[src/rtl/riscv_pkg.sv]
// Shared definitions for the multicycle control unit: opcodes, FSM states,
// opcode classes, select/ALU codes and trap causes.
package riscv_pkg;

    localparam logic [6:0] OP_R      = 7'b0110011;
    localparam logic [6:0] OP_I      = 7'b0010011;
    localparam logic [6:0] OP_LOAD   = 7'b0000011;
    localparam logic [6:0] OP_STORE  = 7'b0100011;
    localparam logic [6:0] OP_BRANCH = 7'b1100011;
    localparam logic [6:0] OP_JAL    = 7'b1101111;
    localparam logic [6:0] OP_LUI    = 7'b0110111;

    typedef enum logic [2:0] {
        ST_RST, ST_FETCH, ST_DECODE, ST_EXEC, ST_MEM, ST_WB, ST_TRAP
    } state_e;

    typedef enum logic [2:0] {
        CL_R, CL_I, CL_LOAD, CL_STORE, CL_BRANCH, CL_JAL, CL_LUI, CL_ILLEGAL
    } opclass_e;

    localparam logic [1:0] ALU_ADD   = 2'b00;
    localparam logic [1:0] ALU_SUB   = 2'b01;
    localparam logic [1:0] ALU_FUNCT = 2'b10;

    localparam logic [1:0] PC_PLUS4  = 2'b00;
    localparam logic [1:0] PC_IMM    = 2'b01;
    localparam logic [1:0] B_RS2     = 2'b00;
    localparam logic [1:0] B_IMM     = 2'b01;
    localparam logic [1:0] WB_ALU    = 2'b00;
    localparam logic [1:0] WB_MEM    = 2'b01;
    localparam logic [1:0] WB_PC4    = 2'b10;
    localparam logic [1:0] WB_IMM    = 2'b11;
    localparam logic [1:0] A_RS1     = 2'b00;
    localparam logic [1:0] A_PC      = 2'b01;

    localparam logic [1:0] CAUSE_NONE    = 2'b00;
    localparam logic [1:0] CAUSE_TIMEOUT = 2'b01;
    localparam logic [1:0] CAUSE_ILLEGAL = 2'b10;

    function automatic opclass_e decode_class(input logic [6:0] op);
        case (op)
            OP_R:      return CL_R;
            OP_I:      return CL_I;
            OP_LOAD:   return CL_LOAD;
            OP_STORE:  return CL_STORE;
            OP_BRANCH: return CL_BRANCH;
            OP_JAL:    return CL_JAL;
            OP_LUI:    return CL_LUI;
            default:   return CL_ILLEGAL;
        endcase
    endfunction

endpackage

[src/rtl/riscv_uc_mc_if.sv]
// Control-unit boundary: opcode/memory handshake in, datapath control nets out.
interface riscv_uc_mc_if #(
    parameter int OPCODE_W = 7,
    parameter int SEL_W    = 2,
    parameter int CNT_W    = 32
);
    logic [OPCODE_W-1:0] opcode;
    logic                mem_ready;
    logic                branch;
    logic                pc_load;
    logic                pc_reset;
    logic                ir_load;
    logic                mem_re;
    logic                mem_we;
    logic                reg_file_write;
    logic [SEL_W-1:0]    alu_op;
    logic [SEL_W-1:0]    select_mux_1;
    logic [SEL_W-1:0]    select_mux_2;
    logic [SEL_W-1:0]    select_mux_3;
    logic [SEL_W-1:0]    select_mux_4;
    logic                trap;
    logic [1:0]          trap_cause;
    logic [CNT_W-1:0]    retired;

    modport master (
        input  opcode, mem_ready,
        output branch, pc_load, pc_reset, ir_load, mem_re, mem_we,
               reg_file_write, alu_op, select_mux_1, select_mux_2,
               select_mux_3, select_mux_4, trap, trap_cause, retired
    );

    modport slave (
        output opcode, mem_ready,
        input  branch, pc_load, pc_reset, ir_load, mem_re, mem_we,
               reg_file_write, alu_op, select_mux_1, select_mux_2,
               select_mux_3, select_mux_4, trap, trap_cause, retired
    );
endinterface

[src/rtl/riscv_uc_mem_timer.sv]
// Per-access wait counter; flags a timeout once MEM_TIMEOUT stalled cycles
// have elapsed without mem_ready.
module riscv_uc_mem_timer #(
    parameter int WAIT_W      = 4,
    parameter int MEM_TIMEOUT = 15
) (
    input  logic clk,
    input  logic reset,
    input  logic clear_i,
    input  logic count_i,
    output logic timeout_o
);
    logic [WAIT_W-1:0] wait_cnt_q, wait_cnt_d;

    always_comb begin
        wait_cnt_d = wait_cnt_q;
        if (clear_i)
            wait_cnt_d = '0;
        else if (count_i)
            wait_cnt_d = wait_cnt_q + 1'b1;
    end

    always_ff @(posedge clk or posedge reset) begin
        if (reset)
            wait_cnt_q <= '0;
        else
            wait_cnt_q <= wait_cnt_d;
    end

    assign timeout_o = (wait_cnt_q == WAIT_W'(MEM_TIMEOUT));
endmodule

[src/rtl/riscv_uc_mc.sv]
// Multicycle RISC-V control FSM with variable-latency memory handshake,
// illegal-opcode/timeout traps and a retired-instruction counter.
module riscv_uc_mc
    import riscv_pkg::*;
#(
    parameter int OPCODE_W    = 7,
    parameter int SEL_W       = 2,
    parameter int MEM_TIMEOUT = 15,
    parameter int WAIT_W      = 4,
    parameter int CNT_W       = 32
) (
    input  logic          clk,
    input  logic          reset,
    riscv_uc_mc_if.master bus
);
    state_e           state_q, state_d;
    opclass_e         class_q, class_d, decoded;
    logic [1:0]       cause_q, cause_d;
    logic [CNT_W-1:0] retired_q, retired_d;
    logic             mem_phase, stall, timeout, retire;

    assign decoded   = decode_class(7'(bus.opcode));
    assign mem_phase = (state_q == ST_FETCH) || (state_q == ST_MEM);
    assign stall     = mem_phase && !bus.mem_ready;

    riscv_uc_mem_timer #(
        .WAIT_W      (WAIT_W),
        .MEM_TIMEOUT (MEM_TIMEOUT)
    ) u_timer (
        .clk       (clk),
        .reset     (reset),
        .clear_i   (!stall),
        .count_i   (stall),
        .timeout_o (timeout)
    );

    always_comb begin
        state_d            = state_q;
        cause_d            = cause_q;
        bus.branch         = 1'b0;
        bus.pc_load        = 1'b0;
        bus.pc_reset       = 1'b0;
        bus.ir_load        = 1'b0;
        bus.mem_re         = 1'b0;
        bus.mem_we         = 1'b0;
        bus.reg_file_write = 1'b0;
        bus.alu_op         = '0;
        bus.select_mux_1   = '0;
        bus.select_mux_2   = '0;
        bus.select_mux_3   = '0;
        bus.select_mux_4   = '0;
        bus.trap           = 1'b0;
        case (state_q)
            ST_RST: begin
                bus.pc_reset = 1'b1;
                state_d      = ST_FETCH;
            end
            ST_FETCH: begin
                bus.mem_re       = 1'b1;
                bus.select_mux_4 = SEL_W'(A_PC);
                if (bus.mem_ready) begin
                    bus.ir_load = 1'b1;
                    state_d     = ST_DECODE;
                end else if (timeout) begin
                    state_d = ST_TRAP;
                    cause_d = CAUSE_TIMEOUT;
                end
            end
            ST_DECODE: begin
                if (decoded == CL_ILLEGAL) begin
                    state_d = ST_TRAP;
                    cause_d = CAUSE_ILLEGAL;
                end else begin
                    state_d = ST_EXEC;
                end
            end
            ST_EXEC: begin
                case (class_q)
                    CL_R, CL_I: begin
                        bus.alu_op       = SEL_W'(ALU_FUNCT);
                        bus.select_mux_2 = SEL_W'((class_q == CL_I) ? B_IMM : B_RS2);
                        state_d          = ST_WB;
                    end
                    CL_LUI: state_d = ST_WB;
                    CL_LOAD, CL_STORE: begin
                        bus.alu_op       = SEL_W'(ALU_ADD);
                        bus.select_mux_2 = SEL_W'(B_IMM);
                        state_d          = ST_MEM;
                    end
                    CL_BRANCH: begin
                        bus.alu_op       = SEL_W'(ALU_SUB);
                        bus.branch       = 1'b1;
                        bus.pc_load      = 1'b1;
                        bus.select_mux_1 = SEL_W'(PC_IMM);
                        state_d          = ST_FETCH;
                    end
                    CL_JAL: begin
                        bus.pc_load        = 1'b1;
                        bus.select_mux_1   = SEL_W'(PC_IMM);
                        bus.reg_file_write = 1'b1;
                        bus.select_mux_3   = SEL_W'(WB_PC4);
                        state_d            = ST_FETCH;
                    end
                    default: state_d = ST_TRAP;
                endcase
            end
            ST_MEM: begin
                // A store finishes here, so the PC advances on the completing cycle
                bus.mem_we = (class_q == CL_STORE);
                bus.mem_re = (class_q != CL_STORE);
                if (bus.mem_ready) begin
                    if (class_q == CL_STORE) begin
                        bus.pc_load      = 1'b1;
                        bus.select_mux_1 = SEL_W'(PC_PLUS4);
                        state_d          = ST_FETCH;
                    end else begin
                        state_d = ST_WB;
                    end
                end else if (timeout) begin
                    state_d = ST_TRAP;
                    cause_d = CAUSE_TIMEOUT;
                end
            end
            ST_WB: begin
                bus.reg_file_write = 1'b1;
                bus.pc_load        = 1'b1;
                bus.select_mux_1   = SEL_W'(PC_PLUS4);
                case (class_q)
                    CL_LOAD: bus.select_mux_3 = SEL_W'(WB_MEM);
                    CL_LUI:  bus.select_mux_3 = SEL_W'(WB_IMM);
                    default: bus.select_mux_3 = SEL_W'(WB_ALU);
                endcase
                state_d = ST_FETCH;
            end
            ST_TRAP: bus.trap = 1'b1;
            default: state_d = ST_RST;
        endcase
    end

    assign class_d   = (state_q == ST_DECODE) ? decoded : class_q;
    assign retire    = (state_d == ST_FETCH) &&
                       ((state_q == ST_EXEC) || (state_q == ST_MEM) || (state_q == ST_WB));
    assign retired_d = retire ? retired_q + 1'b1 : retired_q;

    always_ff @(posedge clk or posedge reset) begin
        if (reset) begin
            state_q   <= ST_RST;
            class_q   <= CL_R;
            cause_q   <= CAUSE_NONE;
            retired_q <= '0;
        end else begin
            state_q   <= state_d;
            class_q   <= class_d;
            cause_q   <= cause_d;
            retired_q <= retired_d;
        end
    end

    assign bus.trap_cause = cause_q;
    assign bus.retired    = retired_q;
endmodule

[src/flat_wrapper.sv]
// flat-port wrapper written by rule: the top's interface ports become plain ports
module riscv_uc_mc_flat import riscv_pkg::*;
#(
    parameter int OPCODE_W    = 7,
    parameter int SEL_W       = 2,
    parameter int MEM_TIMEOUT = 15,
    parameter int WAIT_W      = 4,
    parameter int CNT_W       = 32
)
  (clk, reset, bus_opcode, bus_mem_ready, bus_branch, bus_pc_load, bus_pc_reset, bus_ir_load, bus_mem_re, bus_mem_we, bus_reg_file_write, bus_alu_op, bus_select_mux_1, bus_select_mux_2, bus_select_mux_3, bus_select_mux_4, bus_trap, bus_trap_cause, bus_retired);
  riscv_uc_mc_if #(.OPCODE_W(OPCODE_W), .SEL_W(SEL_W), .CNT_W(CNT_W)) bus_i ();
  input  logic clk;
  input  logic reset;
  input wire logic [$bits(bus_i.opcode)-1:0] bus_opcode;
  input wire logic [$bits(bus_i.mem_ready)-1:0] bus_mem_ready;
  output wire logic [$bits(bus_i.branch)-1:0] bus_branch;
  output wire logic [$bits(bus_i.pc_load)-1:0] bus_pc_load;
  output wire logic [$bits(bus_i.pc_reset)-1:0] bus_pc_reset;
  output wire logic [$bits(bus_i.ir_load)-1:0] bus_ir_load;
  output wire logic [$bits(bus_i.mem_re)-1:0] bus_mem_re;
  output wire logic [$bits(bus_i.mem_we)-1:0] bus_mem_we;
  output wire logic [$bits(bus_i.reg_file_write)-1:0] bus_reg_file_write;
  output wire logic [$bits(bus_i.alu_op)-1:0] bus_alu_op;
  output wire logic [$bits(bus_i.select_mux_1)-1:0] bus_select_mux_1;
  output wire logic [$bits(bus_i.select_mux_2)-1:0] bus_select_mux_2;
  output wire logic [$bits(bus_i.select_mux_3)-1:0] bus_select_mux_3;
  output wire logic [$bits(bus_i.select_mux_4)-1:0] bus_select_mux_4;
  output wire logic [$bits(bus_i.trap)-1:0] bus_trap;
  output wire logic [$bits(bus_i.trap_cause)-1:0] bus_trap_cause;
  output wire logic [$bits(bus_i.retired)-1:0] bus_retired;
  assign bus_i.opcode = bus_opcode;
  assign bus_i.mem_ready = bus_mem_ready;
  assign bus_branch = bus_i.branch;
  assign bus_pc_load = bus_i.pc_load;
  assign bus_pc_reset = bus_i.pc_reset;
  assign bus_ir_load = bus_i.ir_load;
  assign bus_mem_re = bus_i.mem_re;
  assign bus_mem_we = bus_i.mem_we;
  assign bus_reg_file_write = bus_i.reg_file_write;
  assign bus_alu_op = bus_i.alu_op;
  assign bus_select_mux_1 = bus_i.select_mux_1;
  assign bus_select_mux_2 = bus_i.select_mux_2;
  assign bus_select_mux_3 = bus_i.select_mux_3;
  assign bus_select_mux_4 = bus_i.select_mux_4;
  assign bus_trap = bus_i.trap;
  assign bus_trap_cause = bus_i.trap_cause;
  assign bus_retired = bus_i.retired;
  riscv_uc_mc #(.OPCODE_W(OPCODE_W), .SEL_W(SEL_W), .MEM_TIMEOUT(MEM_TIMEOUT), .WAIT_W(WAIT_W), .CNT_W(CNT_W)) u_core (.clk(clk), .reset(reset), .bus(bus_i));
endmodule
[config.mk]
export PLATFORM = sky130hd
export DESIGN_NAME = riscv_uc_mc_flat
export DESIGN_NICKNAME = d
export VERILOG_FILES = /design/src/rtl/riscv_pkg.sv /design/src/rtl/riscv_uc_mc_if.sv /design/src/rtl/riscv_uc_mem_timer.sv /design/src/rtl/riscv_uc_mc.sv /design/src/flat_wrapper.sv
export SDC_FILE = /design/constraint.sdc
export NUM_CORES = 1
export LEC_CHECK = 0
export ABC_AREA = 1
export CAP_MARGIN = 30
export CORE_MARGIN = 2
export CORE_UTILIZATION = 40
export DETAILED_ROUTE_END_ITERATION = 8
export MAX_ROUTING_LAYER = met4
export PLACE_DENSITY = 0.73
export SYNTH_ARGS = -nofsm -noshare
export SYNTH_HDL_FRONTEND = slang
export SYNTH_SLANG_ARGS = --single-unit
[constraint.sdc]
create_clock -name clk -period 2.3 [get_ports clk]
set_input_delay 0.46 -clock clk [delete_from_list [all_inputs] [get_ports clk]]
set_output_delay 0.46 -clock clk [all_outputs]
set_load 0.01 [all_outputs]
== Word level (Yosys, flattened, before mapping) ==
Index checks and enable logic that the tools add are counted.

* Input bits: 10
* Register bits after elaboration: 44
* Logic and storage cells: 87
* Output and inout port bits: 52

* Reduce and logical (&&, ||, !) cells: 16
* Multiplexer cells: 38
* Eq/ne operators: 26
* Add/sub/neg operators: 2

{| class="wikitable"
|+ Operators by type and width
! kind !! count
|-
| $add 32x1->32 const B || 1
|-
| $eq 3x3->1 const B || 7
|-
| $eq 7x6->1 const B || 3
|-
| $pmux 3 s7 || 1
|-
| $pmux 2 s2 || 5
|-
| $pmux 3 s6 || 1
|-
| $mux 3 || 5
|-
| $eq 7x7->1 const B || 2
|-
| $mux 1 || 14
|-
| $mux 2 || 7
|-
| $eq 3x2->1 const B || 4
|-
| $reduce_or 2->1 || 5
|-
| $eq 3x1->1 const B || 3
|-
| $pmux 3 s3 || 1
|-
| $eq 7x2->1 const B || 1
|-
| $eq 7x5->1 const B || 1
|-
| $logic_not 3->1 || 2
|-
| $add 4x1->4 const B || 1
|-
| $eq 4x4->1 const B || 1
|-
| $mux 4 || 1
|-
| $ne 2x1->1 const B || 2
|-
| $pmux 1 s2 || 2
|-
| $reduce_and 4->1 || 1
|-
| $logic_or 1x1->1 || 3
|-
| other kinds (7) || 8
|}

== Longest topological paths before layout ==
Gate-level depths: netlist of the first run.

* Word-level depth: 7
* Depth in mapped cells: 11
* Mapped depth without buffers: 10

== By module ==
From an unflattened synthesis of the first run, not the netlist that was laid out.

* Cells, all modules: 447
* Area, all modules: 3,049.2 um2

{| class="wikitable"
|+ By module, submodules not included
! module !! area each (um2) !! sequential area each (um2) !! instances !! cells each
|-
| riscv_uc_mc || 2,834.0 || 1,001.0 || 1 || 420
|-
| riscv_uc_mem_timer || 215.2 || 100.1 || 1 || 27
|}

== Worst setup path before layout of the first run ==
OpenSTA, ideal clock, no wires.

* Path kind: register to output
* From: reg u_core.state_q[2]
* To: out bus_alu_op[0]
* Path slack: 0.494 ns
* Arrival time: 1.346 ns
* Path buffers: 1
* Data required time: 1.840 ns
* Cell stages (with the launch flop): 5
* Cell sequence: dfrtp_1 inv_4 nand3_4 nor4_1 buf_4

* Longest elaborated chain between the ends: 2

{| class="wikitable"
|+ RTL lines
! what !! line !! source
|-
| start, declared || riscv_uc_mc.sv:16 || <nowiki>state_e state_q, state_d;</nowiki>
|-
| start signal, assigned || riscv_uc_mc.sv:152 || <nowiki>state_q <= state_d;</nowiki>
|-
| $eq 3x2->1 || riscv_uc_mc.sv:53 || <nowiki>case (state_q)</nowiki>
|-
| $mux 2 || riscv_uc_mc.sv:53 ||
|-
| end, declared || flat_wrapper.sv:23 || <nowiki>output wire logic [$bits(bus_i.alu_op)-1:0] bus_alu_op;</nowiki>
|}

No other way between the ends.

== Worst setup path in the final report of the first run ==
* From: in bus_mem_ready
* To: out bus_ir_load

* Longest elaborated chain between the ends: 2

{| class="wikitable"
|+ RTL lines
! what !! line !! source
|-
| start, declared || flat_wrapper.sv:15 || <nowiki>input wire logic [$bits(bus_i.mem_ready)-1:0] bus_mem_ready;</nowiki>
|-
| $mux 1 || riscv_uc_mc.sv:61 || <nowiki>if (bus.mem_ready) begin</nowiki>
|-
| $mux 1 || riscv_uc_mc.sv:53 ||
|-
| end, declared || flat_wrapper.sv:19 || <nowiki>output wire logic [$bits(bus_i.ir_load)-1:0] bus_ir_load;</nowiki>
|}

No other way between the ends.

==> results of run 1 <==
cell usage in the layout, fill, tap and decap left out, types with 3 or more instances in the layout:
master           instances
conb_1                   3
buf_4                   11
nand3_1                 26
nand3_4                  3
nor2_1                  69
xnor2_1                  7
nand2_1                197
dfrtp_1                 39
clkbuf_8                 6
inv_1                   45
nand4_1                 36
nand2_4                  4
o21ai_0                  8
dfrtp_2                  5
nand2_2                  3
ha_1                     7
xor2_1                  10
nor3_1                   4
nor2_2                   6
clkdlybuf4s50_1         54
inv_2                    4
metal layers:
metal | share of wire [%] | vias up | routed length [µm] | global-route usage (%)
met5 | 0 | - | 0 | -
met4 | 0.91 | 0 | 79 | 4.048
met3 | 3.5 | 7 | 303 | 2.767
met2 | 46 | 68 | 3975 | 31.47
met1 | 50 | 1487 | 4333 | 29.97
li1 | - | 1713 | - | -
logic make-up (layout without fill, tap and decap cells):
group           after synthesis  count (layout)  synth area share, %
other cells                   1               3               0.1116
xor+xnor                     17              17                4.430
fa+ha+maj                     7               7                2.606
compound gates               13              13                2.346
simple gates                354             354                47.39
flops                        44              44                32.76
buf+inv                      67             129                10.35
how the worst max path moves through the flow:
stage                                                    end  depth (start not counted)
after global routing                             bus_ir_load                          4
after detailed placement  u_core.bus.retired[20]$_DFFE_PP0P_                         10
after floorplan                                bus_alu_op[0]                          4
final                                            bus_ir_load                          4
after global placement    u_core.bus.retired[14]$_DFFE_PP0P_                         10
after CTS                                bus_select_mux_3[1]                          5
registers in the layout (all words and copies together), names as in the netlist:
name                       cells
u_core.bus.retired            32
u_core.state_q                 3
u_core.bus.trap_cause          2
u_core.u_timer.wait_cnt_q      4
u_core.class_q                 3
cell type report:
type	instances	area, µm²	share of cell area, %
multi-input cells	394	1941	46.77
flip-flops and latches	44	1107	26.69
repair buffers	70	685.7	16.53
inverters	51	193.9	4.674
well taps	105	131.4	3.166
clock buffers	8	90.09	2.171
power by group:
part | switching, mW | leakage (nW) | internal, mW
logic | 1.36 | 1.36 | 0.737
clock network | 0.259 | 0.0455 | 0.245
registers | 0.166 | 0.590 | 0.892
total | 1.78 | 1.99 | 1.87
metrics by stage:
stage,utilization [%],cell area [µm²]
2_1_floorplan,-,3368
3_3_place_gp,49.01,4006
3_5_place_dp,49.01,4006
4_1_cts,50.58,4135
5_1_grt,50.75,4149
6_report,50.75,4149
what timing repair did:
action,in CTS,in global routing
setup endpoints to repair,10,7
setup buffers,2,1
resized for setup,12,5
pin swaps,0,1
endpoints found under the hold margin,0,0
worst max-delay path, stage by stage:
cell	delay, ns
clkdlybuf4s50_1	0.56
inv_1	0.09
nor2_1	0.11
clkdlybuf4s50_1	0.54
==> reports/qor.yml, run 1 <==
slew-limit-headroom_pct: 61.91
path_max_fanout: 5
cts.sinks: 44
start_kind: "input port"
synthCells: 503
grt_pass1_vias: 3029
outcome: "finished clean"
grt_overflow: 0
vias_per_cell: 4.874
hold_viol_final: 0
place_ws_ns: -0.07401
p_per_area_mw_per_mm2: 881.7
ys_ff_latch: 44
fp.dieArea_mm2: 0.009151
port_buffers: 58
finalPower_mw: 3.658
synth_area_per_cell_um2: 6.681
whs_path_depth: 1
cts_buffer_depth: 2
seq_area_frac_synth_pct: 32.76
syn_to_final_growth_pct: 23.45
fmax_ghz: 0.4488
holdWs_ns: 0.4614
synthTopCellsByArea: "dfrtp_1 33%, nand2_1 22%, nor2_1 7.8%"
track_usage_pct: 20.79
netlist.area_leader.share_pct: 32.76
reg2reg_to: "u_core.bus.retired[20]$_DFFE_PP0P_"
fillCellCount: 848
finalMaxSlewViolations: 0
ioPinCount: 62
antenna_left: 0
cp-startpoint: "bus_mem_ready"
rr_worst_depth: 10
setup_viol: 0
diodes: 0
yosysTopAreaCell: "dfrtp_1"
crit_path_end_kind: "primary output"
core_mm2: 0.008175
drt-total-wl_um: 8691
timing.setup.tns_ns: 0
yosys_warnings: 0
whs_endpoint: "u_core.u_timer.wait_cnt_q[0]$_DFF_PP0_"
peakVddDrop_mv: 0.8064
yosys_most_used_dff: "dfrtp_1"
cts_made_buffers: 5
clockRootBuffer: "clkbuf_8"
place_congestion: 0.9541
async_reset_ff_share_pct: 100.0
setup_ws_ns: 0.07186
power_leakage_nw: 1.995
tightest_slew_ns: 0.5714
hpwl_um: 6606
drt_iter0_drc: 147
min_from: "u_core.u_timer.wait_cnt_q[0]$_DFF_PP0_"
crit_required_ns: 1.84
wl_per_cell_um: 12.93
yosys-top-cells-count: "198 x nand2_1, 70 x nor2_1, 49 x inv_1"
first_pass_iters: 4
cts_max_level: 2
dp_cells: 661
cts_hold_buf: 0
antenna_found_initial: 0
grt_pass1_wl_um: 14580
drive_above_1_share_pct: 8.995
num_rows: 33
vias: 3275
worst-setup-path-type: "input port to primary output"
final.setup_skew_ns: 0.01391
syn_area_mm2: 0.003361
grt_max_degree: 45
dieWidth_um: 95.66
clkLatencyLatePin_ns: 0.30
synth_cell_type_count: 32
hold_class: "register to register"
die_h_um: 95.66
drc_errors: 0
post-route-period-util_pct: 96.88
cts_tree: "done"
final_cells: 672
clk_pin_slew_worst_paths_ns: 0.07
yosysMostFrequentCell: "nand2_1"
synth_edf_count: 0
reg2reg_from: "u_core.state_q[2]$_DFF_PP0_"
maxCapViolCount: 0
nets: 583
reg2reg_slack_ns: 0.26
rsz0062_at_grt: "false"
arrival_ns: 1.77
start_util_pct: 41.11
min_period_ns: 2.228
Power figures use the tool's default switching activity.
==> inputs of run 2 (changes only) <==
Settings changed: CAP_MARGIN 30 to 15.
==> results of run 2 <==
No change in the layout: final DEF, timing and power equal those of run 1.
==> inputs of run 3 (changes only) <==
Settings changed: RECOVER_POWER from default to 100.
==> reports/qor.yml, run 3 (synthesis gave the netlist of run 1 again) <==
worst-setup-path-type: "input port to primary output"
layout_common_cells: "199 x nand2_1, 70 x nor2_1, 45 x inv_1"
place_ws_ns: -0.07401  # unchanged
multiInputGateArea_mm2: 0.001921  # -1.0%
hold_class: "register to register"
first_pass_iters: 4  # unchanged
wl_per_cell_um: 12.98  # +0.35%
p_per_area_mw_per_mm2: 873.6  # -0.91%
cts_hold_buf: 0  # unchanged
vias_per_cell: 4.921  # +0.98%
antenna_left: 0  # unchanged
internal-power_mw: 1.839  # -1.9%
drive_above_1_share_pct: 8.113  # -0.88 points
diodes: 0  # unchanged
clockRootBuffer: "clkbuf_8"
hold_viol_final: 0  # unchanged
timing.setup.tns_ns: 0  # unchanged
p_sw_mw: 1.759  # -1.4%
track_usage_pct: 20.79  # unchanged
whs_path_depth: 1  # unchanged
grt_overflow: 0  # unchanged
cts_tree: "done"
finalMaxSlewViolations: 0  # unchanged
crit_path_end_kind: "primary output"
crit_family: "buffers and inverters"
cts.sinks: 44  # unchanged
drc_errors: 0  # unchanged
clkLatencyLatePin_ns: 0.30  # about the same
start_kind: "input port"
start_util_pct: 41.11  # unchanged
swShare_pct: 48.89  # +0.12 points
hpwl_um: 6606  # unchanged
antenna_found_initial: 0  # unchanged
comb_power_share_pct: 56.6  # -0.7 points
drt_iter0_drc: 166  # +13%
final_area_mm2: 0.004119  # -0.72%
dieWidth_um: 95.66  # unchanged
largest_reg_flops: 32  # unchanged
nets: 583  # unchanged
ioPinCount: 62  # unchanged
clockPowerShare_pct: 14.0  # +0.2 points
peakVddDrop_mv: 0.8001  # -0.79%
setup_viol: 0  # unchanged
slew-limit-headroom_pct: 25.53  # -36 points
post-route-period-util_pct: 96.98  # +0.10 points
placed_area_mm2: 0.004006  # unchanged
min_period_ns: 2.231  # +0.002404 ns
layout_commonest_cell: "nand2_1"
die_h_um: 95.66  # unchanged
fp.dieArea_mm2: 0.009151  # unchanged
crit_chain: "clkdlybuf4s50_1 -> inv_1 -> nor2_1 -> clkdlybuf4s50_1"
drt-total-wl_um: 8721  # +0.35%
fillCellCount: 853  # +0.59%
clk_pin_slew_worst_paths_ns: 0.07  # about the same
crit_slowest_cell: "clkdlybuf4s50_1"
holdWs_ns: 0.4638  # +0.002412 ns
port_buffers: 58  # unchanged
grt_pass1_wl_um: 14580  # unchanged
worst-path-buf-inv: 3  # unchanged
outcome: "finished clean"
seq_area_mm2: 0.001107  # unchanged
path_common_cell: "clkdlybuf4s50_1"
tightest_slew_ns: 1.117  # +0.5457 ns
finalPower_mw: 3.598  # -1.6%
crit_required_ns: 1.84  # about the same
place_congestion: 0.9541  # unchanged
rr_worst_depth: 10  # unchanged
cts_buffer_depth: 2  # unchanged
maxCapViolCount: 0  # unchanged
core_mm2: 0.008175  # unchanged
pwr-share-seq_pct: 29.3  # +0.4 points
cts_max_level: 2  # unchanged
critPathMaxStageDelay_ns: 0.56  # about the same
fmax_ghz: 0.4483  # -0.11%
grt_max_degree: 45  # unchanged
grt_pass1_vias: 3029  # unchanged
path_depth: 4  # unchanged
vias: 3307  # +0.98%
cts_made_buffers: 5  # unchanged
path_max_fanout: 5  # unchanged
rsz0062_at_grt: "false"
setup_ws_ns: 0.06945  # -0.002404 ns
final.setup_skew_ns: 0.01341  # -0.0004995 ns
num_rows: 33  # unchanged
power_leakage_nw: 2.095  # +5.0%
syn_to_final_growth_pct: 22.56
arrival_ns: 1.77  # about the same
-- run 3: cell count changes in the layout (fill, tap and decap cells not counted), moves of 2 or more --
| cell | before | now |
|---|---|---|
| dlygate4sd3_1 | 0 | 37 |
| buf_4 | 11 | 7 |
| nand2_1 | 197 | 199 |
| clkdlybuf4s50_1 | 54 | 17 |
| clkbuf_1 | 2 | 4 |
-- run 3: per-stage QoR --
step / std cells / util (%)
6_report: 672 / 50.38
3_5_place_dp: 661 / 49.01
2_1_floorplan: 505 / -
4_1_cts: 671 / 50.58
3_3_place_gp: 661 / 49.01
5_1_grt: 672 / 50.38
-- run 3: worst paths after layout --
path / slack, ns / from / endpoint
max reg2reg: 0.27 / u_core.state_q[2]$_DFF_PP0_ / u_core.bus.retired[20]$_DFFE_PP0P_
min reg2reg: 0.46 / u_core.u_timer.wait_cnt_q[0]$_DFF_PP0_ / u_core.u_timer.wait_cnt_q[0]$_DFF_PP0_
max in group asynchronous: 0.59 / reset / u_core.state_q[2]$_DFF_PP0_
min in group asynchronous: 0.96 / reset / u_core.bus.retired[19]$_DFFE_PP0P_
max: 0.07 / bus_mem_ready / bus_ir_load
min: 0.46 / u_core.u_timer.wait_cnt_q[0]$_DFF_PP0_ / u_core.u_timer.wait_cnt_q[0]$_DFF_PP0_
-- run 3: cell type report --
type | instances | area share, %
Multi-Input combinational cell | 394 | 46.63
Sequential cell | 44 | 26.88
Timing Repair Buffer | 70 | 16.40
Inverter | 51 | 4.708
Tap cell | 105 | 3.190
Clock buffer | 8 | 2.187
-- run 3: metal layers --
layer	GRT usage [%]	share of wire, %
met5	-	0
met3	2.767	3.7
met1	29.97	49
met2	31.47	46
met4	4.048	1.2
-- run 3: repair_timing --
action,in CTS,in global routing
resized for setup,12,5
pin swaps,0,1
endpoints found under the setup margin,10,7
buffers inserted,2,1
-- run 3: power groups by stage --
stage                     Combinational, mW  Clock (mW)  Sequential (mW)
after detailed placement               2.01           0             1.07
after CTS                              2.08       0.522             1.06
after global routing                   2.25       0.544             1.08
final                                  2.04       0.505             1.06
after global placement                 1.97           0             1.07
after floorplan                        1.58           0             1.06
